<file path="config.mk">
export PLATFORM = sky130hd
export DESIGN_NAME = spi_lcd_master
export DESIGN_NICKNAME = d
export VERILOG_FILES = /design/src/rtl/spi_lcd_master.sv
export SDC_FILE = /design/constraint.sdc
export NUM_CORES = 1
export LEC_CHECK = 0
export CORE_ASPECT_RATIO = 0.5
export CORE_MARGIN = 5
export CORE_UTILIZATION = 58
export DETAILED_ROUTE_END_ITERATION = 7
export PLACE_DENSITY = 0.93
export SYNTH_ARGS = -nofsm -noshare
export SYNTH_HDL_FRONTEND = slang
export SYNTH_SLANG_ARGS = --single-unit
</file>
<file path="constraint.sdc">
create_clock -name clk -period 3.45 [get_ports clk]
set_input_delay 0.8625 -clock clk [delete_from_list [all_inputs] [get_ports clk]]
set_output_delay 0.8625 -clock clk [all_outputs]
set_load 0.005 [all_outputs]
</file>
<file path="src/rtl/spi_lcd_master.sv">
// Mode-0 MSB-first SPI master with D/C framing for the LCD PMOD.
// Define SPI_BURST_EN to chain back-to-back words inside one chip-select frame.
module spi_lcd_master #(
    parameter int CLK_DIV = 4,
    parameter int DATA_W  = 8
) (
    input  logic              clk,
    input  logic              rst,
    input  logic              start,
    input  logic [DATA_W-1:0] data_in,
    input  logic              dc_in,
    output logic [DATA_W-1:0] data_out,
    output logic              busy,
    output logic              done,
    output logic              sck,
    output logic              mosi,
    input  logic              miso,
    output logic              cs_n,
    output logic              dc
);

    localparam int DIV_W = $clog2(CLK_DIV + 1);
    localparam int BIT_W = $clog2(DATA_W + 1);
    localparam logic [DIV_W-1:0] DIV_LAST = DIV_W'(CLK_DIV - 1);
    localparam logic [BIT_W-1:0] BIT_LAST = BIT_W'(DATA_W - 1);

    localparam logic [1:0] IDLE  = 2'd0;
    localparam logic [1:0] SETUP = 2'd1;
    localparam logic [1:0] SHIFT = 2'd2;
    localparam logic [1:0] HOLD  = 2'd3;

`ifdef SPI_BURST_EN
    localparam logic BURST = 1'b1;
`else
    localparam logic BURST = 1'b0;
`endif

    logic [1:0]        state_q, state_d;
    logic              go_q, go_d;
    logic [DIV_W-1:0]  div_q, div_d;
    logic [BIT_W-1:0]  bit_q, bit_d;
    logic [DATA_W-1:0] tx_q, tx_d;
    logic [DATA_W-1:0] rx_q, rx_d;
    logic [DATA_W-1:0] dout_q, dout_d;
    logic              dc_lat_q, dc_lat_d;
    logic              sck_q, sck_d;
    logic              mosi_q, mosi_d;
    logic              cs_n_q, cs_n_d;
    logic              dc_q, dc_d;
    logic              busy_q, busy_d;
    logic              done_q, done_d;

    logic [DATA_W-1:0] tx_sh;
    logic [DATA_W:0]   rx_cat;
    logic              div_end;

    assign tx_sh   = tx_q << 1;
    assign rx_cat  = {rx_q, miso};
    assign div_end = (div_q == DIV_LAST);

    always_comb begin
        state_d  = state_q;
        go_d     = go_q;
        div_d    = div_q;
        bit_d    = bit_q;
        tx_d     = tx_q;
        rx_d     = rx_q;
        dout_d   = dout_q;
        dc_lat_d = dc_lat_q;
        sck_d    = sck_q;
        mosi_d   = mosi_q;
        cs_n_d   = cs_n_q;
        dc_d     = dc_q;
        busy_d   = busy_q;
        done_d   = 1'b0;

        case (state_q)
            IDLE: begin
                // Word is latched on acceptance, frame opens one cycle later.
                if (go_q) begin
                    go_d    = 1'b0;
                    state_d = SETUP;
                    div_d   = '0;
                    busy_d  = 1'b1;
                    cs_n_d  = 1'b0;
                    dc_d    = dc_lat_q;
                    mosi_d  = tx_q[DATA_W-1];
                end else if (start) begin
                    go_d     = 1'b1;
                    tx_d     = data_in;
                    dc_lat_d = dc_in;
                end
            end
            SETUP: begin
                div_d = div_q + 1'b1;
                if (div_end) begin
                    div_d   = '0;
                    bit_d   = '0;
                    state_d = SHIFT;
                    sck_d   = 1'b1;
                    rx_d    = rx_cat[DATA_W-1:0];
                end
            end
            SHIFT: begin
                div_d = div_q + 1'b1;
                if (div_end) begin
                    div_d = '0;
                    if (sck_q) begin
                        sck_d = 1'b0;
                        if (bit_q != BIT_LAST) begin
                            tx_d   = tx_sh;
                            mosi_d = tx_sh[DATA_W-1];
                        end
                    end else if (bit_q == BIT_LAST) begin
                        state_d = HOLD;
                    end else begin
                        bit_d = bit_q + 1'b1;
                        sck_d = 1'b1;
                        rx_d  = rx_cat[DATA_W-1:0];
                    end
                end
            end
            default: begin
                div_d = div_q + 1'b1;
                if (div_end) begin
                    div_d  = '0;
                    done_d = 1'b1;
                    dout_d = rx_q;
                    if (BURST && start) begin
                        state_d  = SETUP;
                        tx_d     = data_in;
                        dc_lat_d = dc_in;
                        dc_d     = dc_in;
                        mosi_d   = data_in[DATA_W-1];
                    end else begin
                        state_d = IDLE;
                        busy_d  = 1'b0;
                        cs_n_d  = 1'b1;
                    end
                end
            end
        endcase
    end

    always_ff @(posedge clk or negedge rst) begin
        if (!rst) begin
            state_q  <= IDLE;
            go_q     <= 1'b0;
            div_q    <= '0;
            bit_q    <= '0;
            tx_q     <= '0;
            rx_q     <= '0;
            dout_q   <= '0;
            dc_lat_q <= 1'b0;
            sck_q    <= 1'b0;
            mosi_q   <= 1'b0;
            cs_n_q   <= 1'b1;
            dc_q     <= 1'b0;
            busy_q   <= 1'b0;
            done_q   <= 1'b0;
        end else begin
            state_q  <= state_d;
            go_q     <= go_d;
            div_q    <= div_d;
            bit_q    <= bit_d;
            tx_q     <= tx_d;
            rx_q     <= rx_d;
            dout_q   <= dout_d;
            dc_lat_q <= dc_lat_d;
            sck_q    <= sck_d;
            mosi_q   <= mosi_d;
            cs_n_q   <= cs_n_d;
            dc_q     <= dc_d;
            busy_q   <= busy_d;
            done_q   <= done_d;
        end
    end

    assign data_out = dout_q;
    assign busy     = busy_q;
    assign done     = done_q;
    assign sck      = sck_q;
    assign mosi     = mosi_q;
    assign cs_n     = cs_n_q;
    assign dc       = dc_q;

endmodule

</file>
# ---- Word level (Yosys, flattened, before mapping)
# Cells that the tools add are included.
dict set report op_classes {
  n_addsub 2
  n_bitwise 3
  n_eq_ne 15
  muxes 45
  n_reduce_logical 15
}
# operator count
set ops {}
lappend ops {{$mux 8} 9}
lappend ops {{$pmux 8 s2} 2}
lappend ops {{$ne 2x2->1 const B} 10}
lappend ops {{$mux 4} 4}
lappend ops {{$mux 1} 15}
lappend ops {{$mux 2} 6}
lappend ops {{$reduce_and 6->1} 2}
lappend ops {{$reduce_and 5->1} 2}
lappend ops {{$mux 3} 3}
lappend ops {{$reduce_and 3->1} 3}
lappend ops {{$pmux 1 s2} 4}
lappend ops {{$pmux 4 s2} 1}
lappend ops {{$pmux 2 s3} 1}
lappend ops {{$reduce_bool 2->1} 3}
lappend ops {{$add 4x1->4 const B} 1}
lappend ops {{$eq 4x3->1 const B} 1}
lappend ops {{$ne 4x3->1 const B} 1}
lappend ops {{$reduce_and 2->1} 2}
lappend ops {{$add 3x1->3 const B} 1}
lappend ops {{$eq 3x2->1 const B} 1}
lappend ops {{$not 1->1} 3}
lappend ops {{$reduce_or 3->1} 1}
lappend ops {{$eq 2x1->1 const B} 1}
lappend ops {{$eq 2x2->1 const B} 1}
lappend ops {{2 further kinds} 2}
dict set report word_totals {
  out_inout_bits 14
  inputBits 13
  regBits 41
  elab_cells 94
}

# ---- Logic depth before layout (Yosys ltp)
dict set report logic_depth {
  depth_word 5
  mapped_depth 7
  ltp_nobuf 6
}

# ---- Worst setup path before layout
# No wires, ideal clock.
dict set report synth_timing {
  path_type {register to register}
  startpoint {register state_q[0]}
  endpoint {register tx_q[6]}
  setup_ps 125
  t_arrival_ps 1631
  period_less_slack_ps 1756
  path_buffers 2
  stages_incl_launch_ff 7
  t_required_ps 3325
  setup_slack_ps 1694
  path_cell_list {dfrtp_1 -> inv_1 -> ha_1 -> buf_2 -> buf_2 -> mux2_2 -> mux2_2}
}
dict set report synth_via {
  elab_chain_cells 3
  word_cells_on_any_way 10
  classes_between {eq/ne (6); mux (1); reduce/logical (3)}
}
# item line_no
set synth_lines {}
lappend synth_lines {{start: declaration} 38} ;# logic [1:0] state_q, state_d;
lappend synth_lines {{start signal: assignment} 162} ;# state_q <= state_d;
lappend synth_lines {{$eq 2x2->1 / $logic_not 2->1 (equally long branches)} 77} ;# case (state_q)
lappend synth_lines {{$ne 2x2->1 (no source line) / $reduce_bool 2->1 (equally long branches)} --}
lappend synth_lines {{$reduce_and 6->1 (no source line)} --}
lappend synth_lines {{end signal: assignment} 166} ;# tx_q <= tx_d;
lappend synth_lines {{end: declaration} 42} ;# logic [DATA_W-1:0] tx_q, tx_d;
# Several ways; a longest one is shown, not always the timed one.
# A chain may end at the register's enable or synchronous reset.

# ---- Final worst setup path
dict set report layout_timing {
  startpoint {register state_q[0]}
  endpoint {register tx_q[0]}
}
# Same word-level chain as after synthesis.

==> impl_metrics.csv <==
group,metric,value,unit
critical_path,cp_cell_sequence,"inv_1 -> ha_1 -> buf_4 -> nor2_1 -> a21oi_1 -> nand3_2 -> mux2_2",
placed_design,port_buffers,26,
synth,synth-seq-cells,41,
synth,synth.distinct_cells,32,
cts,cts_hold_repair.buffers,0,
critical_path,crit_path_top_delay_cell,"ha_1",
synth,mappedNetlistNets,177,
synth,synth_top_area_share,52.2,%
critical_path,critical-path-top-delay-family,"adder cells",
grt,global_route_wire_length_before_repair,6610,um
timing,rsz_0062_raised_after_global_routing,"false",
routing,vias_per_cell,5.68,
power,vdd.ir_drop.worst,0.000348,V
die,dieHeight,50.7,um
die,floorplan.initialDensity,62.2,%
timing,worst_clock_skew,0.00666,ns
critical_path,crit_path_max_fanout,12,
timing,postLayoutSetupSlackWorst,1.23,ns
timing,report.final.hold_viol_count,0,
critical_path,critPathMaxStageDelay,0.45,ns
synth,synth_most_common_cell,"dfrtp_1",
synth,number_of_standard_cells_after_synthesis,157,
critical_path,startpoint_type,"flop",
cts,cts_buffers,5,
routing,met1_length,1620,um
critical_path,timing.critical_path.required,3.63,ns
cells_and_area,insertedDiodeCount,0,
routing,routed.top_layer,"met4",
routing,average_wire_per_standard_cell,16.7,um
job,timing.max_cap.violations,0,
placed_design,place_worst_setup_slack,1.18,ns
synth,list_of_most_frequent_post_synthesis_cells,"40 x dfrtp_1, 31 x mux2_2, 15 x nand2_1",
synth,synth_flop_cell,"dfrtp_1",
cts,clk_transition_reported_paths,0.08,ns
die,ios,27,
grt,grt_pass1_vias,1358,
die,die_x,91.3,um
timing,worst-slew-pin-transition,0.869,ns
routing,detail_route.wirelength,3790,um
die,die-area,4630,um2
cts,clock_latency,0.29,ns
routing,detailroute.via_count,1289,
grt,antenna_violations_before_repair,0,
timing,setup_viol,0,
cts,cts_num_sinks,41,
run_status,run_status,"finished, final reports clean",
timing,final_slew_viol_count,0,
placed_design,detailedPlacementHpwl,2630,um
synth,synth_async_sr_flop_share,100,%
critical_path,timing.setup.critical_path_class,"flop to flop",
cts,cts_tree,"built",
cts,root_buffer,"clkbuf_8",
cells_and_area,area_growth,20.4,%
grt,grt_max_degree,42,
routing,drcViolationCount,0,
routing,dr.first_iter.drc_count,76,
synth,synth.yosys.warnings,0,
critical_path,critical_path_buf_inv_count,2,
power,power_per_cell_area,389,nW/um2
timing,fin_worst_hold_slack,0.499,ns
synth,syn-mean-instance-area,12.2,um2
critical_path,crit_arrival,2.40,ns
cells_and_area,final_core_util,74.9,%
grt,global_route.overflow_total,0,
routing,detailroute.wirelength.met2,1960,um
placed_design,placedCellCount,219,
cts,cts-resized-gates,0,
synth,yosysSeqAreaShare,53.6,%
critical_path,endpoint_kind,"flop",
min_path,min_path_type,"flop to flop",
synth,synth.top_cells.by_area,"dfrtp_1 52%, mux2_2 18%, ha_1 4.6%",
synth,edff_count_synth,0,
timing,post-route-period-util,64.3,%
cells_and_area,design.final.nets,206,
die,design.core.area,3080,um2
cts,post_cts.repair.setup_buffers,0,
cts,cts_buffer_depth,2,
routing,wl_met3,176,um
cells_and_area,layout.cells.non_filler,227,
timing,worst_slew_margin_rel,42.0,%
grt,groute.usage.overall,18.1,%
synth,mappedNetlistArea,1920,um2
cells_and_area,post_route_cells_drive_above_1_share,24.1,%
routing,ant_nets,0,
die,placementRows,14,
cts,htree_levels,2,
timing,fin_crit,2.22,ns
synth,yosys.area.top_type,"dfrtp_1",
routing,iteration_count_of_the_initial_detailed_routing_pass,4,
timing,fin_setup_tns,0,ns
placed_design,globalplace.congestion,0.775,
timing,maxClockFrequency,451,MHz
power,leakage,1.09,nW
[registers in the layout, summed over array words and instances, names as in the netlist, 2 cells and up]
signal and flops:
bit_q 4, state_q 2, data_out 8, div_q 3
tx_q 8, rx_q 8
[cells by family (layout without fill, tap and decap cells)]
family,after synthesis,in the layout,synth area share (%)
AOI/OAI and AO/OA,21,21,6.78
adders and majority gates,7,7,4.57
buffers and inverters,13,43,3.26
DFF,41,41,53.6
muxes,36,36,21.1
and+or+nand+nor,39,39,10.8
[final timing paths]
| check | to | slack (ns) | cells after the start | startpoint |
|---|---|---|---|---|
| setup reg to reg | tx_q[0]$_DFFE_PN0P_ | 1.23 | 7 | state_q[0]$_DFFE_PN0P_ |
| hold reg to reg | div_q[1]$_DFFE_PN0P_ | 0.50 | 2 | div_q[1]$_DFFE_PN0P_ |
| hold / removal | div_q[1]$_DFFE_PN0P_ | 0.50 | 2 | div_q[1]$_DFFE_PN0P_ |
| min in group asynchronous | data_out[3]$_DFFE_PN0P_ | 0.68 | 1 | rst |
| setup / recovery | tx_q[0]$_DFFE_PN0P_ | 1.23 | 7 | state_q[0]$_DFFE_PN0P_ |
| max in group asynchronous | dc$_DFFE_PN0P_ | 2.22 | 1 | rst |
[power by group]
part           switching, W   total, W  leakage (nW)  internal, W
clock              0.000167   0.000384        0.0554     0.000217
sequential       0.00000308   0.000487         0.533     0.000484
combinational     0.0000120  0.0000265         0.497    0.0000145
[stage by stage]
| step | cell area [um2] | total power (W) |
|---|---|---|
| floorplan | 1920 | 0.000500 |
| global placement | 2200 | 0.000523 |
| detailed placement | 2200 | 0.000524 |
| CTS | 2310 | 0.000903 |
| global route | 2310 | 0.000937 |
| finish | 2310 | 0.000898 |
[area by class of cell]
| cell class | instances | area (um2) |
|---|---|---|
| flip-flops and latches | 41 | 1030 |
| clock buffers | 6 | 72.6 |
| inverters | 8 | 30.0 |
| well taps | 40 | 50.0 |
| repair buffers | 27 | 263 |
| multi-input cells | 103 | 828 |
| clock inverters | 2 | 38.8 |
| fillers | 202 | 773 |
[per-layer routing]
metal  up-vias  GRT usage [%]
met4         0           6.34
met5         -              0
met1       632           22.0
met2        44           31.8
met3         6           4.63
li1        607              -
[cells in the final DEF, fill, tap and decap left out, types with 3 or more instances in the layout]
master / instances
clkbuf_8: 5
clkdlybuf4s50_1: 25
dfrtp_1: 40
ha_1: 7
inv_1: 8
mux2_1: 4
mux2_2: 31
nand2_1: 15
nand3_1: 5
nor2_1: 5
nor2b_1: 3
o21ai_0: 11
[worst reg2reg max path, cell delays in order, from the launching register on]
cell,delay [ns]
dfrtp_1,0.42
inv_1,0.13
ha_1,0.45
buf_4,0.26
nor2_1,0.08
a21oi_1,0.21
nand3_2,0.24
mux2_2,0.34
Note: power is estimated with default switching activity, not from simulation.
